$ cat config.mk
export PLATFORM = sky130hd
export DESIGN_NAME = load_store_unit_flat
export DESIGN_NICKNAME = d
export VERILOG_FILES = /design/src/rtl/core_pkg.sv /design/src/rtl/load_store_unit_if.sv /design/src/rtl/lsu_align.sv /design/src/rtl/load_store_unit.sv /design/src/flat_wrapper.sv
export SDC_FILE = /design/constraint.sdc
export NUM_CORES = 1
export LEC_CHECK = 0
export CORE_ASPECT_RATIO = 1.75
export CORE_MARGIN = 2
export CORE_UTILIZATION = 57
export CTS_CLUSTER_SIZE = 30
export DETAILED_ROUTE_END_ITERATION = 6
export DONT_BUFFER_PORTS = 1
export PLACE_DENSITY = 0.84
export SYNTH_ARGS = -nofsm -noshare
export SYNTH_HDL_FRONTEND = slang
export SYNTH_SLANG_ARGS = --single-unit
export TNS_END_PERCENT = 30
$ cat constraint.sdc
create_clock -name clk -period 2.4 [get_ports clk]
set_input_delay 0.24 -clock clk [delete_from_list [all_inputs] [get_ports clk]]
set_output_delay 0.24 -clock clk [all_outputs]
set_load 0.02 [all_outputs]
$ cat src/rtl/core_pkg.sv
// Shared core types for the memory stage: FSM states, RV32I load/store encodings
// and the data-memory request/response records.
package core_pkg;

  typedef enum logic [1:0] {
    ST_IDLE,
    ST_REQ,
    ST_WAIT,
    ST_DONE
  } lsu_state_t;

  localparam logic [6:0] OPCODE_LOAD  = 7'b0000011;
  localparam logic [6:0] OPCODE_STORE = 7'b0100011;

  localparam logic [2:0] F3_LB  = 3'b000;
  localparam logic [2:0] F3_LH  = 3'b001;
  localparam logic [2:0] F3_LW  = 3'b010;
  localparam logic [2:0] F3_LBU = 3'b100;
  localparam logic [2:0] F3_LHU = 3'b101;
  localparam logic [2:0] F3_SB  = 3'b000;
  localparam logic [2:0] F3_SH  = 3'b001;
  localparam logic [2:0] F3_SW  = 3'b010;

  typedef struct packed {
    logic [31:0] addr;
    logic [31:0] data;
    logic [3:0]  do_read;
    logic [3:0]  do_write;
    logic        valid;
  } memory_io_req;

  typedef struct packed {
    logic [31:0] addr;
    logic [31:0] data;
    logic        valid;
  } memory_io_rsp;

endpackage

$ cat src/rtl/load_store_unit_if.sv
// Execute-to-memory-stage handshake: one load/store offered per lsu_valid && lsu_ready.
interface load_store_unit_if;
  logic        lsu_valid;
  logic        lsu_ready;
  logic        lsu_is_load;
  logic        lsu_is_store;
  logic [2:0]  lsu_funct3;
  logic [31:0] lsu_addr;
  logic [31:0] lsu_store_data;
  logic [4:0]  lsu_rd;

  modport master (
    output lsu_valid, lsu_is_load, lsu_is_store, lsu_funct3, lsu_addr, lsu_store_data, lsu_rd,
    input  lsu_ready
  );

  modport slave (
    input  lsu_valid, lsu_is_load, lsu_is_store, lsu_funct3, lsu_addr, lsu_store_data, lsu_rd,
    output lsu_ready
  );
endinterface

$ cat src/rtl/lsu_align.sv
// Combinational access decode: legality, byte-lane mask, store-data replication and
// load-data extraction with sign/zero extension.
module lsu_align
  import core_pkg::*;
(
  input  logic        is_load,
  input  logic        is_store,
  input  logic [2:0]  funct3,
  input  logic [1:0]  addr_lo,
  input  logic [31:0] store_data,
  input  logic [31:0] load_word,
  output logic [3:0]  byte_mask,
  output logic [31:0] store_wdata,
  output logic [31:0] load_value,
  output logic        illegal,
  output logic        misaligned
);

  logic [31:0] shifted;

  always_comb begin
    // NOTE: every output gets a default first so no path through the case leaves one unassigned (no latch).
    byte_mask   = 4'b1111;
    store_wdata = store_data;
    load_value  = '0;
    illegal     = 1'b1;
    misaligned  = 1'b0;
    shifted     = load_word >> {addr_lo, 3'b000};

    // funct3[1:0] carries the access size for both loads and stores.
    case (funct3[1:0])
      2'b00: begin
        byte_mask   = 4'b0001 << addr_lo;
        store_wdata = {4{store_data[7:0]}};
      end
      2'b01: begin
        byte_mask   = 4'b0011 << addr_lo;
        store_wdata = {2{store_data[15:0]}};
        misaligned  = addr_lo[0];
      end
      default: misaligned = (addr_lo != 2'b00);
    endcase

    case (funct3)
      F3_LB:   load_value = {{24{shifted[7]}}, shifted[7:0]};
      F3_LH:   load_value = {{16{shifted[15]}}, shifted[15:0]};
      F3_LBU:  load_value = {24'h0, shifted[7:0]};
      F3_LHU:  load_value = {16'h0, shifted[15:0]};
      default: load_value = shifted;
    endcase

    if (is_load == is_store)
      illegal = 1'b1;
    else if (is_load)
      illegal = !(funct3 inside {F3_LB, F3_LH, F3_LW, F3_LBU, F3_LHU});
    else
      illegal = !(funct3 inside {F3_SB, F3_SH, F3_SW});
  end

endmodule

$ cat src/rtl/load_store_unit.sv
// Memory stage of the multicycle RV32I core: accepts one load/store, issues a single
// data-memory request, and returns a one-cycle writeback packet.
module load_store_unit
  import core_pkg::*;
#(
  parameter int WAIT_LIMIT = 16
) (
  input  logic                clk,
  input  logic                reset,
  load_store_unit_if.slave    bus,
  output memory_io_req        data_mem_req,
  input  memory_io_rsp        data_mem_rsp,
  output logic                wb_valid,
  output logic                wb_write_enable,
  output logic [4:0]          wb_rd,
  output logic [31:0]         wb_data,
  output logic                err_misaligned,
  output logic                err_illegal,
  output logic                err_timeout
);

  localparam int CNT_W = $clog2(WAIT_LIMIT + 1);

  lsu_state_t       state;
  logic [CNT_W-1:0] wait_cnt;
  logic [2:0]       lat_funct3;
  logic [1:0]       lat_addr_lo;
  logic             lat_is_load;
  logic [4:0]       lat_rd;

  logic [2:0]  align_funct3;
  logic [1:0]  align_addr_lo;
  logic [3:0]  byte_mask;
  logic [31:0] store_wdata;
  logic [31:0] load_value;
  logic        illegal;
  logic        misaligned;

  // The response address is not needed: only one request is ever outstanding.
  logic unused_rsp_addr;
  assign unused_rsp_addr = ^data_mem_rsp.addr;

  // Decode the live inputs while accepting, the latched copy afterwards.
  assign align_funct3  = (state == ST_IDLE) ? bus.lsu_funct3   : lat_funct3;
  assign align_addr_lo = (state == ST_IDLE) ? bus.lsu_addr[1:0] : lat_addr_lo;

  lsu_align u_align (
    .is_load     (bus.lsu_is_load),
    .is_store    (bus.lsu_is_store),
    .funct3      (align_funct3),
    .addr_lo     (align_addr_lo),
    .store_data  (bus.lsu_store_data),
    .load_word   (data_mem_rsp.data),
    .byte_mask   (byte_mask),
    .store_wdata (store_wdata),
    .load_value  (load_value),
    .illegal     (illegal),
    .misaligned  (misaligned)
  );

  // NOTE: all state is updated with <= so every branch sees the pre-edge values.
  always_ff @(posedge clk) begin
    if (reset) begin
      state           <= ST_IDLE;
      bus.lsu_ready   <= 1'b1;
      data_mem_req    <= '0;
      wb_valid        <= 1'b0;
      wb_write_enable <= 1'b0;
      wb_rd           <= '0;
      wb_data         <= '0;
      err_misaligned  <= 1'b0;
      err_illegal     <= 1'b0;
      err_timeout     <= 1'b0;
      wait_cnt        <= '0;
      lat_funct3      <= '0;
      lat_addr_lo     <= '0;
      lat_is_load     <= 1'b0;
      lat_rd          <= '0;
    end else begin
      case (state)
        ST_IDLE: begin
          if (bus.lsu_valid) begin
            lat_funct3    <= bus.lsu_funct3;
            lat_addr_lo   <= bus.lsu_addr[1:0];
            lat_is_load   <= bus.lsu_is_load;
            lat_rd        <= bus.lsu_rd;
            bus.lsu_ready <= 1'b0;
            if (illegal || misaligned) begin
              err_illegal     <= err_illegal | illegal;
              err_misaligned  <= err_misaligned | (misaligned & ~illegal);
              wb_valid        <= 1'b1;
              wb_write_enable <= 1'b0;
              wb_rd           <= bus.lsu_rd;
              state           <= ST_DONE;
            end else begin
              data_mem_req.addr     <= {bus.lsu_addr[31:2], 2'b00};
              data_mem_req.data     <= bus.lsu_is_load ? 32'h0 : store_wdata;
              data_mem_req.do_read  <= bus.lsu_is_load ? byte_mask : 4'b0000;
              data_mem_req.do_write <= bus.lsu_is_load ? 4'b0000 : byte_mask;
              data_mem_req.valid    <= 1'b1;
              state                 <= ST_REQ;
            end
          end
        end

        ST_REQ: begin
          data_mem_req <= '0;
          wait_cnt     <= '0;
          if (lat_is_load) begin
            state <= ST_WAIT;
          end else begin
            wb_valid        <= 1'b1;
            wb_write_enable <= 1'b0;
            wb_rd           <= lat_rd;
            state           <= ST_DONE;
          end
        end

        ST_WAIT: begin
          if (data_mem_rsp.valid) begin
            wb_valid        <= 1'b1;
            wb_write_enable <= (lat_rd != 5'd0);
            wb_rd           <= lat_rd;
            wb_data         <= load_value;
            state           <= ST_DONE;
          end else if (wait_cnt == CNT_W'(WAIT_LIMIT - 1)) begin
            err_timeout     <= 1'b1;
            wb_valid        <= 1'b1;
            wb_write_enable <= 1'b0;
            wb_rd           <= lat_rd;
            state           <= ST_DONE;
          end else begin
            wait_cnt <= wait_cnt + 1'b1;
          end
        end

        default: begin
          wb_valid        <= 1'b0;
          wb_write_enable <= 1'b0;
          bus.lsu_ready   <= 1'b1;
          state           <= ST_IDLE;
        end
      endcase
    end
  end

endmodule

$ cat src/flat_wrapper.sv
// flat-port wrapper written by rule: the top's interface ports become plain ports
module load_store_unit_flat import core_pkg::*;
#(
  parameter int WAIT_LIMIT = 16
)
  (clk, reset, data_mem_req, data_mem_rsp, wb_valid, wb_write_enable, wb_rd, wb_data, err_misaligned, err_illegal, err_timeout, bus_lsu_valid, bus_lsu_is_load, bus_lsu_is_store, bus_lsu_funct3, bus_lsu_addr, bus_lsu_store_data, bus_lsu_rd, bus_lsu_ready);
  load_store_unit_if bus_i ();
  input  logic clk;
  input  logic reset;
  output memory_io_req data_mem_req;
  input  memory_io_rsp data_mem_rsp;
  output logic wb_valid;
  output logic wb_write_enable;
  output logic [4:0] wb_rd;
  output logic [31:0] wb_data;
  output logic err_misaligned;
  output logic err_illegal;
  output logic err_timeout;
  input wire logic [$bits(bus_i.lsu_valid)-1:0] bus_lsu_valid;
  input wire logic [$bits(bus_i.lsu_is_load)-1:0] bus_lsu_is_load;
  input wire logic [$bits(bus_i.lsu_is_store)-1:0] bus_lsu_is_store;
  input wire logic [$bits(bus_i.lsu_funct3)-1:0] bus_lsu_funct3;
  input wire logic [$bits(bus_i.lsu_addr)-1:0] bus_lsu_addr;
  input wire logic [$bits(bus_i.lsu_store_data)-1:0] bus_lsu_store_data;
  input wire logic [$bits(bus_i.lsu_rd)-1:0] bus_lsu_rd;
  output wire logic [$bits(bus_i.lsu_ready)-1:0] bus_lsu_ready;
  assign bus_i.lsu_valid = bus_lsu_valid;
  assign bus_i.lsu_is_load = bus_lsu_is_load;
  assign bus_i.lsu_is_store = bus_lsu_is_store;
  assign bus_i.lsu_funct3 = bus_lsu_funct3;
  assign bus_i.lsu_addr = bus_lsu_addr;
  assign bus_i.lsu_store_data = bus_lsu_store_data;
  assign bus_i.lsu_rd = bus_lsu_rd;
  assign bus_lsu_ready = bus_i.lsu_ready;
  load_store_unit #(.WAIT_LIMIT(WAIT_LIMIT)) u_core (.clk(clk), .reset(reset), .bus(bus_i), .data_mem_req(data_mem_req), .data_mem_rsp(data_mem_rsp), .wb_valid(wb_valid), .wb_write_enable(wb_write_enable), .wb_rd(wb_rd), .wb_data(wb_data), .err_misaligned(err_misaligned), .err_illegal(err_illegal), .err_timeout(err_timeout));
endmodule
==> qor.txt <==
CTS sink count: 132
Cell Area, Placed: 6040 um^2
Initial antenna violation count: 0
Syn Inst Count: 606
Most frequent cells in the layout: 130 x dfxtp_1, 76 x nand2_1, 71 x a21oi_1
Synth top area share: 46.7%
Max-slew headroom: 21.4%
Clock share of power: 30.7%
Dominant cell type by area after synthesis: dfxtp_1
# port buffers: 0
Post-synth cell types: 61
Final period util: 99.3%
CTS clock-pin slew for the worst setup and hold paths: 0.07 ns
TritonCTS clock tree: built
Worst Tran Pin Value: 1.17 ns
Worst vdd ir: 0.806 mV
Core area: 9790 um^2
Tot Pwr: 8.68 mW
Sequential area share after synthesis: 46.7%
Largest cells by area after synthesis: dfxtp_1 47%, a21oi_1 6.3%, o2bb2ai_1 6.0%
Switching share of power: 37.3%
First-pass GRT wire length: 27300 um
ANT nets after route: 0
Fin nets: 844
Total number of vias: 5289
Data required time of the critical path: 2.75 ns
Die width: 79.3 um
Crit path max fanout: 7
Max Cap Viol: 0
Pint: 5.44 mW
Drt first pass iters: 5
Initial Util: 57.7%
DR DRC count: 0
Synth Cell Area: 5650 um^2
Num CTS Buffers: 17
CP Data Arrival Time: 2.73 ns
Area Overhead vs Synth: 30.5%
# rows: 48
R2R Path Start: u_core.state[1]$_SDFFE_PP0P_
Iter 0 DRT Violations: 418
Setup violations, final: 0
Pins over their slew limit: 0
Detailed placement HPWL: 11600 um
H-tree Lvls: 4
Total wire length: 18000 um
Fraction of layout cells with a size suffix above 1: 16.6%
DR vias/cell: 6.34
Finished layout cell area: 7380 um^2
Power Dens Cells: 1180 nW/um^2
Clk buf depth: 2
Synth warn: 0
RSZ-0062 raised after global routing: true
Pleak: 2.94 nW
Skew final: 0.0110 ns
Largest net degree at the start of global routing: 39
Critical path type: register to register
Final min period: 2.38 ns
Grt total ovfl: 0
Io pins: 258
Final GP Congestion: 0.869
Hold Fails Final Rpt: 0
Avg WL per Cell: 21.6 um
Clk_lat worst skew: 0.42 ns
Die Area: 10800 um^2
EDFF count, synth: 0
Main synth FF type: dfxtp_1
Fill cell count: 637
Yosys reg bits: 132
Synth async-reset ratio: 0%
Crit start category: register
Syn_area_per_cell: 9.33 um^2
CP Capture Type: register
Most common library cell in the layout ignoring fill and taps: dfxtp_1
Switching power: 3.24 mW
Vias in the first global route: 5435
Hold path startpoint: bus_lsu_store_data[15]
# diodes: 0
Combinational power share: 34.2%
Worst min-delay path class: primary input to register
Reg2Reg Setup Slack: 0.02 ns
GR Util All Layers: 32.8%
Die height: 136 um
CTS root buf: clkbuf_16
Sequential Power Share: 35.1%
Outcome: complete, no violations
FMAX: 420 MHz
Crit. Startpoint: u_core.state[1]$_SDFFE_PP0P_
[metrics by stage]
step | TNS [ns] | hold slack (ns) | utilization, % | std cells | setup slack [ns]
2_1_floorplan | 0 | 0.366 | - | 607 | 0.0352
3_3_place_gp | -0.250 | 0.313 | 61.7 | 734 | -0.0205
3_5_place_dp | -6.00 | 0.317 | 61.7 | 734 | -0.175
4_1_cts | 0 | 0.00503 | 74.8 | 832 | 0.00394
5_1_grt | -0.0720 | 0.0197 | 75.4 | 834 | -0.0329
6_report | 0 | 0.0153 | 75.4 | 834 | 0.0173
[Yosys cell counts (2+ instances only)]
cell       number
dfxtp_1       132
nand2_1        76
a21oi_1        71
o2bb2ai_1      39
a22o_1         38
nor2_1         38
o21ai_0        30
mux2i_1        24
clkbuf_1       23
buf_2          13
nand3_1         9
nor3_1          8
inv_1           7
o211ai_1        7
ha_1            6
nor4_1          6
o221ai_1        6
a31o_2          4
buf_4           4
nand2b_1        4
nor3b_1         4
a21o_1          3
a31oi_1         3
buf_6           3
nor2b_1         3
a211o_1         2
a21oi_2         2
a31o_1          2
and2_0          2
and3_1          2
mux2_4          2
o221ai_2        2
or2_2           2
or3b_2          2
[registers in the layout, summed over array words and instances (netlist names), 2 cells and up]
| name | count |
|---|---|
| u_core.lat_addr_lo | 2 |
| u_core.lat_rd | 5 |
| u_core.wb_data | 32 |
| u_core.lat_funct3 | 3 |
| u_core.state | 2 |
| u_core.data_mem_req | 71 |
| u_core.wait_cnt | 5 |
| u_core.wb_rd | 5 |
[critical path, stage by stage (launching register included)]
cell and delay [ns]:
dfxtp_2 0.33, inv_2 0.08, ha_4 0.19, mux2_4 0.32, a311o_4 0.36, a2111oi_4 0.29, buf_4 0.19, buf_6 0.13
buf_12 0.12, o221ai_2 0.09, o2bb2ai_1 0.21
[path summary, 6_finish.rpt]
path,depth (start not counted),to
worst max-delay path,10,u_core.data_mem_req[33]$_SDFFE_PP0P_
worst min-delay path,2,u_core.data_mem_req[24]$_SDFFE_PP0P_
worst max register to register,10,u_core.data_mem_req[33]$_SDFFE_PP0P_
worst min register to register,2,u_core.lat_rd[4]$_SDFFE_PP0P_
[cell type report]
type,instances,area (um^2),area share [%]
Multi-Input combinational cell,424,2830,38.4
Sequential cell,132,2650,35.9
Clock inverter,14,175,2.37
Timing Repair Buffer,114,1110,15.1
Inverter,7,26.3,0.356
Tap cell,125,156,2.12
Clock buffer,18,429,5.82
[layer usage]
layer / vias up / track usage, % / part of all wire (%)
met5: - / 0 / 0
met4: 0 / 18.5 / 4.4
met3: 58 / 9.53 / 7.5
met2: 297 / 59.3 / 54
met1: 2526 / 33.0 / 34
li1: 2408 / - / -
[power by group through the flow]
| stage | clock network (mW) | registers, mW | logic [mW] |
|---|---|---|---|
| 3_3_place_gp | 0 | 3.06 | 2.56 |
| 5_1_grt | 2.77 | 3.07 | 3.20 |
| 6_report | 2.67 | 3.05 | 2.97 |
| 4_1_cts | 2.66 | 3.03 | 2.82 |
| 2_1_floorplan | 0 | 3.00 | 1.86 |
| 3_5_place_dp | 0 | 3.07 | 2.66 |
[logic make-up after synthesis]
| logic type | after synthesis | synth area share [%] |
|---|---|---|
| fa+ha+maj | 6 | 1.33 |
| xor+xnor | 1 | 0.155 |
| compound gates | 221 | 28.5 |
| buf+inv | 51 | 4.34 |
| other cells | 1 | 0.0663 |
| simple gates | 165 | 13.2 |
| flops | 132 | 46.7 |
| mux | 29 | 5.62 |
[repair_timing]
action | CTS | global route
cloned | 1 | 1
pin swaps | 2 | 8
setup endpoints to repair | 93 | 93
hold endpoints to repair | 81 | 0
resized for setup | 4 | 9
hold buffers | 64 | 0
setup buffers | 1 | 1
(Power assumes the default switching activity.)
